**config.mk**
```make
export PLATFORM = sky130hd
export DESIGN_NAME = mdio_phy_responder
export DESIGN_NICKNAME = d
export VERILOG_FILES = /design/src/rtl/mdio_phy_responder.sv
export SDC_FILE = /design/constraint.sdc
export NUM_CORES = 1
export LEC_CHECK = 0
export ABC_AREA = 1
export BUFFER_PORTS_ARGS = -buffer_cell sky130_fd_sc_hd__buf_2
export CAP_MARGIN = 20
export CORE_MARGIN = 2
export CORE_UTILIZATION = 30
export DETAILED_ROUTE_END_ITERATION = 6
export PLACE_DENSITY_LB_ADDON = 0.12
export SLEW_MARGIN = 40
export SYNTH_ARGS = -nofsm -noshare
export SYNTH_HDL_FRONTEND = slang
export SYNTH_SLANG_ARGS = --single-unit
export TNS_END_PERCENT = 30
```
**constraint.sdc**
```tcl
create_clock -name mdc -period 3.87 [get_ports mdc]
set_input_delay 0.1935 -clock mdc [delete_from_list [all_inputs] [get_ports mdc]]
set_output_delay 0.1935 -clock mdc [all_outputs]
set_load 0.01 [all_outputs]
```
**src/rtl/mdio_phy_responder.sv**
```systemverilog
// Clause-22 MDIO responder (PHY side): decodes MDC/MDIO management frames,
// owns a 32 x 16 register bank and serialises read data back onto MDIO.
module mdio_phy_responder #(
    parameter logic [4:0]  PHY_ADDR = 5'd16,
    parameter int unsigned PRE_MIN  = 2,
    parameter bit          BCAST_EN = 1'b0,
    parameter logic [15:0] PHY_ID1  = 16'h0141,
    parameter logic [15:0] PHY_ID2  = 16'h0CC2
) (
    input  logic        mdc,
    input  logic        rst_n,
    input  logic        mdio_in,
    output logic        mdio_out,
    output logic        mdio_oe,
    output logic        reg_wr_en,
    output logic [4:0]  reg_wr_addr,
    output logic [15:0] reg_wr_data,
    output logic        frame_err
);
    typedef enum logic [2:0] {
        S_IDLE, S_START, S_OP, S_PHYAD, S_REGAD, S_TA, S_WDATA, S_RDATA
    } state_e;

    localparam logic [1:0] OP_WR     = 2'b01;
    localparam logic [1:0] OP_RD     = 2'b10;
    localparam logic [5:0] PRE_MIN_W = 6'(PRE_MIN);

    state_e      state_q, state_d;
    logic [4:0]  pre_cnt_q, pre_cnt_d;
    logic [3:0]  bit_cnt_q, bit_cnt_d;
    logic [1:0]  op_q, op_d;
    logic [4:0]  phyad_q, phyad_d;
    logic [4:0]  regad_q, regad_d;
    logic        sel_q, sel_d;
    logic [15:0] shift_q, shift_d;
    logic        out_q, out_d, oe_q, oe_d;
    logic        wr_en_q, wr_en_d, err_q, err_d;
    logic [4:0]  wr_addr_q, wr_addr_d;
    logic [15:0] wr_data_q, wr_data_d;
    logic        soft_rst_q, soft_rst_d;
    logic [15:0] regs_q [32];

    logic [4:0]  rd_addr;
    logic [15:0] rd_val;
    logic        addr_match;

    function automatic logic [15:0] reset_val(input logic [4:0] idx);
        case (idx)
            5'd2:    return PHY_ID1;
            5'd3:    return PHY_ID2;
            default: return 16'h0000;
        endcase
    endfunction

    // Read data and selection are resolved at the edge that samples REGAD[0].
    assign rd_addr    = {regad_q[3:0], mdio_in};
    assign rd_val     = (rd_addr == 5'd0) ? {1'b0, regs_q[0][14:0]} : regs_q[rd_addr];
    assign addr_match = (phyad_q == PHY_ADDR) ||
                        (BCAST_EN && (phyad_q == 5'd0) && (op_q == OP_WR));

    always_comb begin
        // NOTE: every next-state value gets a default first so no path can infer a latch.
        state_d    = state_q;
        pre_cnt_d  = pre_cnt_q;
        bit_cnt_d  = bit_cnt_q;
        op_d       = op_q;
        phyad_d    = phyad_q;
        regad_d    = regad_q;
        sel_d      = sel_q;
        shift_d    = shift_q;
        out_d      = out_q;
        oe_d       = oe_q;
        wr_addr_d  = wr_addr_q;
        wr_data_d  = wr_data_q;
        wr_en_d    = 1'b0;
        err_d      = 1'b0;
        soft_rst_d = 1'b0;

        case (state_q)
            S_IDLE: begin
                if (mdio_in) begin
                    pre_cnt_d = (pre_cnt_q == 5'd31) ? pre_cnt_q : pre_cnt_q + 5'd1;
                end else begin
                    pre_cnt_d = 5'd0;
                    if ({1'b0, pre_cnt_q} >= PRE_MIN_W) state_d = S_START;
                end
            end
            S_START: begin
                bit_cnt_d = 4'd0;
                if (mdio_in) begin
                    state_d = S_OP;
                end else begin
                    state_d = S_IDLE;
                    err_d   = 1'b1;
                end
            end
            S_OP: begin
                op_d      = {op_q[0], mdio_in};
                bit_cnt_d = bit_cnt_q + 4'd1;
                if (bit_cnt_q == 4'd1) begin
                    bit_cnt_d = 4'd0;
                    if (op_d == OP_WR || op_d == OP_RD) begin
                        state_d = S_PHYAD;
                    end else begin
                        state_d = S_IDLE;
                        err_d   = 1'b1;
                    end
                end
            end
            S_PHYAD: begin
                phyad_d   = {phyad_q[3:0], mdio_in};
                bit_cnt_d = bit_cnt_q + 4'd1;
                if (bit_cnt_q == 4'd4) begin
                    bit_cnt_d = 4'd0;
                    state_d   = S_REGAD;
                end
            end
            S_REGAD: begin
                regad_d   = rd_addr;
                bit_cnt_d = bit_cnt_q + 4'd1;
                if (bit_cnt_q == 4'd4) begin
                    bit_cnt_d = 4'd0;
                    state_d   = S_TA;
                    sel_d     = addr_match;
                    shift_d   = rd_val;
                end
            end
            S_TA: begin
                bit_cnt_d = bit_cnt_q + 4'd1;
                if (bit_cnt_q == 4'd0) begin
                    // Second TA bit of a read is driven low by the responder.
                    oe_d  = sel_q && (op_q == OP_RD);
                    out_d = 1'b0;
                end else begin
                    bit_cnt_d = 4'd0;
                    if (op_q == OP_RD) begin
                        state_d = S_RDATA;
                        out_d   = sel_q & shift_q[15];
                        shift_d = {shift_q[14:0], 1'b0};
                    end else begin
                        state_d = S_WDATA;
                    end
                end
            end
            S_WDATA: begin
                shift_d   = {shift_q[14:0], mdio_in};
                bit_cnt_d = bit_cnt_q + 4'd1;
                if (bit_cnt_q == 4'd15) begin
                    state_d   = S_IDLE;
                    pre_cnt_d = 5'd0;
                    if (sel_q) begin
                        wr_en_d    = 1'b1;
                        wr_addr_d  = regad_q;
                        wr_data_d  = shift_d;
                        soft_rst_d = (regad_q == 5'd0) && shift_d[15];
                    end
                end
            end
            S_RDATA: begin
                bit_cnt_d = bit_cnt_q + 4'd1;
                if (bit_cnt_q == 4'd15) begin
                    state_d   = S_IDLE;
                    pre_cnt_d = 5'd0;
                    oe_d      = 1'b0;
                    out_d     = 1'b0;
                end else begin
                    out_d   = sel_q & shift_q[15];
                    shift_d = {shift_q[14:0], 1'b0};
                end
            end
            default: state_d = S_IDLE;
        endcase
    end

    always_ff @(posedge mdc or negedge rst_n) begin
        if (!rst_n) begin
            state_q    <= S_IDLE;
            pre_cnt_q  <= '0;
            bit_cnt_q  <= '0;
            op_q       <= '0;
            phyad_q    <= '0;
            regad_q    <= '0;
            sel_q      <= 1'b0;
            shift_q    <= '0;
            out_q      <= 1'b0;
            oe_q       <= 1'b0;
            wr_en_q    <= 1'b0;
            err_q      <= 1'b0;
            wr_addr_q  <= '0;
            wr_data_q  <= '0;
            soft_rst_q <= 1'b0;
        end else begin
            // NOTE: sequential state uses non-blocking assignments so every flop samples pre-edge values.
            state_q    <= state_d;
            pre_cnt_q  <= pre_cnt_d;
            bit_cnt_q  <= bit_cnt_d;
            op_q       <= op_d;
            phyad_q    <= phyad_d;
            regad_q    <= regad_d;
            sel_q      <= sel_d;
            shift_q    <= shift_d;
            out_q      <= out_d;
            oe_q       <= oe_d;
            wr_en_q    <= wr_en_d;
            err_q      <= err_d;
            wr_addr_q  <= wr_addr_d;
            wr_data_q  <= wr_data_d;
            soft_rst_q <= soft_rst_d;
        end
    end

    // NOTE: the bank is reset because software relies on defined reset contents (IDs, zeros).
    always_ff @(posedge mdc or negedge rst_n) begin
        if (!rst_n) begin
            for (int i = 0; i < 32; i++) regs_q[i] <= reset_val(5'(i));
        end else if (soft_rst_q) begin
            for (int i = 0; i < 32; i++) regs_q[i] <= reset_val(5'(i));
        end else if (wr_en_d && wr_addr_d != 5'd2 && wr_addr_d != 5'd3) begin
            regs_q[wr_addr_d] <= wr_data_d;
        end
    end

    assign mdio_out    = out_q;
    assign mdio_oe     = oe_q;
    assign reg_wr_en   = wr_en_q;
    assign reg_wr_addr = wr_addr_q;
    assign reg_wr_data = wr_data_q;
    assign frame_err   = err_q;
endmodule
```
# After elaboration in Yosys (flattened, before gate mapping)
# Index checks and enable logic that the tools add are counted.
[classes]
order_cmp = 4
eq_ne = 30
shifts = 0
reduce_logical = 23
addsub = 2
mux = 56
div_mod_pow = 0
mul = 0
bitwise_logic = 3
[op_table]
columns = ["op", "count"]
rows = [
  ["2-to-1 mux 512 bit", 2],
  ["bitwise mux 512 bit", 1],
  ["2-to-1 mux 16 bit", 11],
  ["binary-select mux 16 bit (select 5 bit)", 1],
  ["demux 16 bit (select 5 bit)", 1],
  ["case mux 16 bit (4 select lines)", 1],
  ["2-to-1 mux 5 bit", 6],
  ["2-to-1 mux 3 bit", 7],
  ["case mux 3 bit (7 select lines)", 1],
  ["!= test 2 bit, second input constant", 10],
  ["case mux 4 bit (5 select lines)", 1],
  ["2-to-1 mux 1 bit", 15],
  ["equality test 3 bit, second input constant", 4],
  [">= comparator 6 bit, second input constant", 2],
  ["2-to-1 mux 4 bit", 3],
  ["inverter 5 -> 6 bit", 2],
  ["equality test 5 bit, second input constant", 2],
  ["logical NOT 5 bit", 2],
  ["!= test 5 x 2 -> 1 bit, second input constant", 2],
  ["case mux 5 bit (2 select lines)", 1],
  ["AND reduction 7 bit", 1],
  ["equality test 3 x 2 -> 1 bit, second input constant", 2],
  ["less-than comparator 6 x 1 -> 1 bit, second input constant", 1],
  ["!= test 3 bit, second input constant", 2],
  ["other kinds (24)", 37],
]
[totals]
n_memories = 0
mem_bits_rw = 0
wordCells = 165
latch_bits = 0
regBits = 579
rom_bits = 0

# Logic depth before layout (Yosys ltp)
[logic_depth]
word_depth = 11
ltp_mapped = 15

# Worst setup path after synthesis
# No wires, ideal clock.
[synth_timing]
path_kind = "reg2reg"
start = "register bit_cnt_q[0]"
end = "register regs_q[101] in the netlist's numbering"
path_buffers = 3
arrival_ns = 2.187
path_slack_ns = 1.565
path_stages_with_launch = 15
period_less_slack_ns = 2.305
cell_sequence = "dfrtp_1 ha_1 nand3_2 nor2_4 nand2_2 buf_6 buf_6 nand2_2 nand2_2 nand3_2 nor2_2 nand3_2 buf_2 nand3_1 nand2_1"
[synth_via]
elab_chain_len = 11
[synth_lines]
columns = ["element", "line_no", "source"]
rows = [
  ["start: declaration", "30", "logic [3:0] bit_cnt_q, bit_cnt_d;"],
  ["start signal: assignment", "196", "bit_cnt_q <= bit_cnt_d;"],
  ["equality test 4 bit (*)", "148", "if (bit_cnt_q == 4'd15) begin"],
  ["2-to-1 mux 5 bit (*)", "148", ""],
  ["2-to-1 mux 5 bit (*)", "79", "case (state_q)"],
  ["net wr_addr_d[3]", "38", "logic [4:0] wr_addr_q, wr_addr_d;"],
  ["inverter 5 -> 6 bit (implied by the code)", "219", "regs_q[wr_addr_d] <= wr_data_d;"],
  [">= comparator 6 bit (implied by the code) or less-than comparator 6 x 1 -> 1 bit (tied branches)", "219", ""],
  ["logical AND 1 bit (implied by the code)", "219", ""],
  ["2-to-1 mux 16 bit (implied by the code)", "219", ""],
  ["demux 16 bit (select 5 bit)", "219", ""],
  ["bitwise mux 512 bit", "219", ""],
  ["2-to-1 mux 512 bit", "218", "end else if (wr_en_d && wr_addr_d != 5'd2 && wr_addr_d != 5'd3) begin"],
  ["2-to-1 mux 512 bit", "216", "end else if (soft_rst_q) begin"],
  ["end signal: indexed assignment", "219", ""],
  ["end: declaration", "41", "logic [15:0] regs_q [32];"],
]
# Mark *: on every way through the listed nets, which the timed path passes. The rest lies on a longest branch. The select of a mux whose other input is x is not followed.
# A chain may end at the register's enable or synchronous reset.

# Worst setup path in the final report
[layout_timing]
start = "register bit_cnt_q[0]"
end = "register regs_q[268] in the netlist's numbering"
[layout_via]
elab_chain_len = 11
[layout_lines]
columns = ["element", "line_no"]
rows = [
  ["equality test 4 bit (*)", "148"],
  ["2-to-1 mux 5 bit", "148"],
  ["2-to-1 mux 5 bit", "79"],
  ["inverter 5 -> 6 bit (implied by the code)", "219"],
  [">= comparator 6 bit (implied by the code) or less-than comparator 6 x 1 -> 1 bit (tied branches)", "219"],
  ["logical AND 1 bit (implied by the code)", "219"],
  ["2-to-1 mux 16 bit (implied by the code)", "219"],
  ["demux 16 bit (select 5 bit)", "219"],
  ["bitwise mux 512 bit", "219"],
  ["2-to-1 mux 512 bit", "218"],
  ["2-to-1 mux 512 bit", "216"],
]
# Every way passes the cells marked *; elsewhere a longest branch is shown, timed or not. The select of a mux whose other input is x is not followed.

==> results.tsv <==
stage	metric	value	unit
status	outcome	finished, final reports clean	
route	via count	24860	
placement	dpl hpwl	66.20	mm
route	Avg WL per Cell	22.18	um
route	vias per std cell	5.127	
worst_setup_path	CP Class	reg2reg	
floorplan	I/O pin count	28	
worst_setup_path	CP Capture Type	flip-flop	
global_routing	vias in the first global route	23760	
synthesis	Main synth FF type	dfrtp_1	
route	uppermost layer routed	met5	
route	drt total wl	107.6	mm
floorplan	Die Wd	311.7	um
synthesis	Yosys cell types	41	
global_routing	first-pass GRT wire length	162.0	mm
clocking	CTS buffer count	71	
global_routing	initial antenna violation count	6	
job	max-cap violations	0	
clocking	post-CTS setup buffers	0	
route	M1 wire length	50.56	mm
clocking	CTS sink count	579	
timing	setup TNS	0	ns
clocking	clock latency on the worst-skew pair	0.63	ns
clocking	CTS H-tree lvls	3	
timing	Final Setup Violations	0	
worst_setup_path	Slowest-stage cell, CP	nand2_2	
synthesis	Synth Register Bits	579	
hold_path	Hold Crit Class	in2async	
route	Pre-antenna DRT Iters	5	
power	Net Sw Power	5651	uW
power	logic gate share of total power	0.212	
power	PwrDens	519.7	nW/um^2
route	WL met2	47.89	mm
layout	Area Overhead vs Synth	12.92	%
power	Worst VDD drop	0.2703	mV
layout	layout cells sized above 1	0.08512	
power	clock share of power	0.398	
timing	actual slew at the worst max-slew pin	0.8359	ns
clocking	CTS clk-pin slew, worst paths	0.06	ns
global_routing	GRT overflow	0	
timing	skew final	0.03363	ns
floorplan	Core ar.	93610	um^2
global_routing	pin count of the biggest net entering global routing	141	
worst_setup_path	Arrival @ worst endpoint	3.74	ns
synthesis	post-synthesis sequential area ratio	0.5104	
synthesis	syn_area_per_cell	7.825	um^2
placement	Placer Congestion	0.8832	
layout	# nets final	3553	
timing	period utilization	0.8395	
route	routed wl met3	6.088	mm
placement	port buffer count	27	
synthesis	Syn Nets	3639	
route	Residual DRC	0	
timing	final max-slew violation count	0	
worst_setup_path	largest stage delay on the critical path	0.43	ns
timing	fin crit period	3.249	ns
worst_setup_path	crit path launch type	flip-flop	
synthesis	number of synthesized flops with an enable pin	0	
clocking	CTS Buffer Depth	3	
floorplan	DIE AREA	97160	um^2
power	Net Sw Frac	0.3390	
floorplan	num rows	112	
timing	RSZ-0062 raised after global routing	false	
worst_setup_path	Crit Path Max Fanout	27	
synthesis	FFs w/ async S/R, synth	1.000	
layout	Finished Core Util	0.3427	
worst_setup_path	worst path required time	4.36	ns
layout	commonest non-fill, non-tap cells in the layout	1074 x nand2_1, 762 x nand3_1, 569 x dfrtp_1	
route	antenna-violating nets left	0	
timing	Final Hold Fails	0	
floorplan	Starting Density	0.3034	
timing	fmax	307.8	MHz
global_routing	Total GRT Usage	0.2195	
timing	hold_ws	0.1473	ns
power	leakage power	0.01563	uW
floorplan	DIE HEIGHT	311.7	um
power	sequential share of power	0.390	
power	internal power	11020	uW
synthesis	Cells after Synth	3630	
synthesis	YS warnings	0	
layout	commonest non-fill, non-tap cell in the layout	nand2_1	
route	Iteration-0 DRC Markers	2455	
timing	Max-slew headroom	0.4421	
clocking	CTS root buffer	clkbuf_16	
layout	ANT cells	0	
clocking	CTS tree	done	
worst_setup_path	CP Cell Sequence	ha_1 > nand3_2 > nor2_4 > nand2_2 > inv_2 > nand2_1 > nor2_1 > nand2_2 > nand2_1 > o22ai_1	
synthesis	Mapped Area	28400	um^2
==> layout make-up <==
cell class / count / area (um^2)
inverter: 197 / 762.0
clock buffer: 110 / 2120
sequential: 579 / 14500
fill: 10160 / 61530
clock inverter: 14 / 140.1
multi-input combinational: 2568 / 11890
tap: 1254 / 1569
timing repair buffer: 127 / 1096
==> path summary, 6_finish.rpt <==
check | from | end | slack, ns | cells past startpoint
min in group mdc | regs_q[470] | regs_q[470] | 0.47 | 2
max in group asynchronous | rst_n | regs_q[427] | 2.67 | 3
max reg2reg | bit_cnt_q[0] | regs_q[268] | 0.62 | 10
max | bit_cnt_q[0] | regs_q[268] | 0.62 | 10
min | rst_n | regs_q[154] | 0.15 | 2
min reg2reg | regs_q[470] | regs_q[470] | 0.47 | 2
==> worst max-delay path: cells and delay by family, from the launching register on <==
family	cells	cell delay, ns
AOI/OAI and AO/OA	1	0.10
adders and majority gates	1	0.21
buffers and inverters	1	0.38
DFF	1	0.39
and+or+nand+nor	7	2.02
==> sequential cells by signal, indices dropped and copies added (netlist names), 2 cells and up <==
signal,flops
regs_q,512
pre_cnt_q,5
phyad_q,5
bit_cnt_q,4
state_q,3
regad_q,5
op_q,2
reg_wr_addr,5
shift_q,16
reg_wr_data,16
==> metal layers <==
| metal | vias to the layer above | track usage |
|---|---|---|
| met3 | 133 | 0.03381 |
| li1 | 11790 | - |
| met2 | 674 | 0.3330 |
| met1 | 12270 | 0.3203 |
| met4 | 4 | 0.06742 |
| met5 | - | 0 |
==> power groups by stage <==
stage / clock network, uW / registers (uW) / logic (uW)
after floorplan: 0 / 6430 / 1980
after global placement: 0 / 6610 / 3550
after detailed placement: 0 / 6600 / 3530
after CTS: 6810 / 6500 / 3540
after global routing: 7040 / 6520 / 3840
final: 6640 / 6500 / 3530
==> timing repair <==
item,CTS,global route
hold buffers,1,0
gates resized for setup,0,0
endpoints found under the hold margin,54,0
==> synthesized netlist by cell type (4+ instances only) <==
library cell	number	area [um^2]
ha_1	6	75.07
buf_2	66	330.3
or2_2	9	56.30
nor3_1	5	25.02
inv_1	185	694.4
o21ai_0	276	1381
nand3_4	6	105.1
o211ai_1	41	307.8
o21ai_1	52	260.3
buf_6	13	146.4
o22ai_1	46	287.8
buf_1	63	236.5
dfrtp_1	571	14290
inv_2	9	33.78
nand2_2	8	50.05
nand3_1	762	3814
nand3_2	9	90.09
nand2_1	1074	4031
a21oi_1	64	320.3
buf_4	9	67.56
clkbuf_1	135	506.7
a21boi_0	9	67.56
nor2_4	9	101.4
nor2_1	156	585.6
nor2_2	4	25.02
o21bai_1	9	67.56
dfstp_2	8	210.2
==> through the flow <==
stage          setup WS [ns]  power, uW  instances  cell area, um^2
2_1_floorplan          1.565       8415       3630            28400
3_3_place_gp          0.6415      10160       4724            29800
3_5_place_dp          0.6023      10130       4724            29810
4_1_cts               0.6291      16850       4849            32080
5_1_grt               0.4017      17400       4849            32080
6_report              0.6212      16670       4849            32080
==> cell families after synthesis <==
family,after synthesis,share of synthesized area
flops,579,0.5104
compound gates,503,0.09708
buf+inv,483,0.07140
mux,1,0.0003524
xor+xnor,4,0.001234
fa+ha+maj,6,0.002643
simple gates,2054,0.3168
Power figures use the tool's default switching activity.
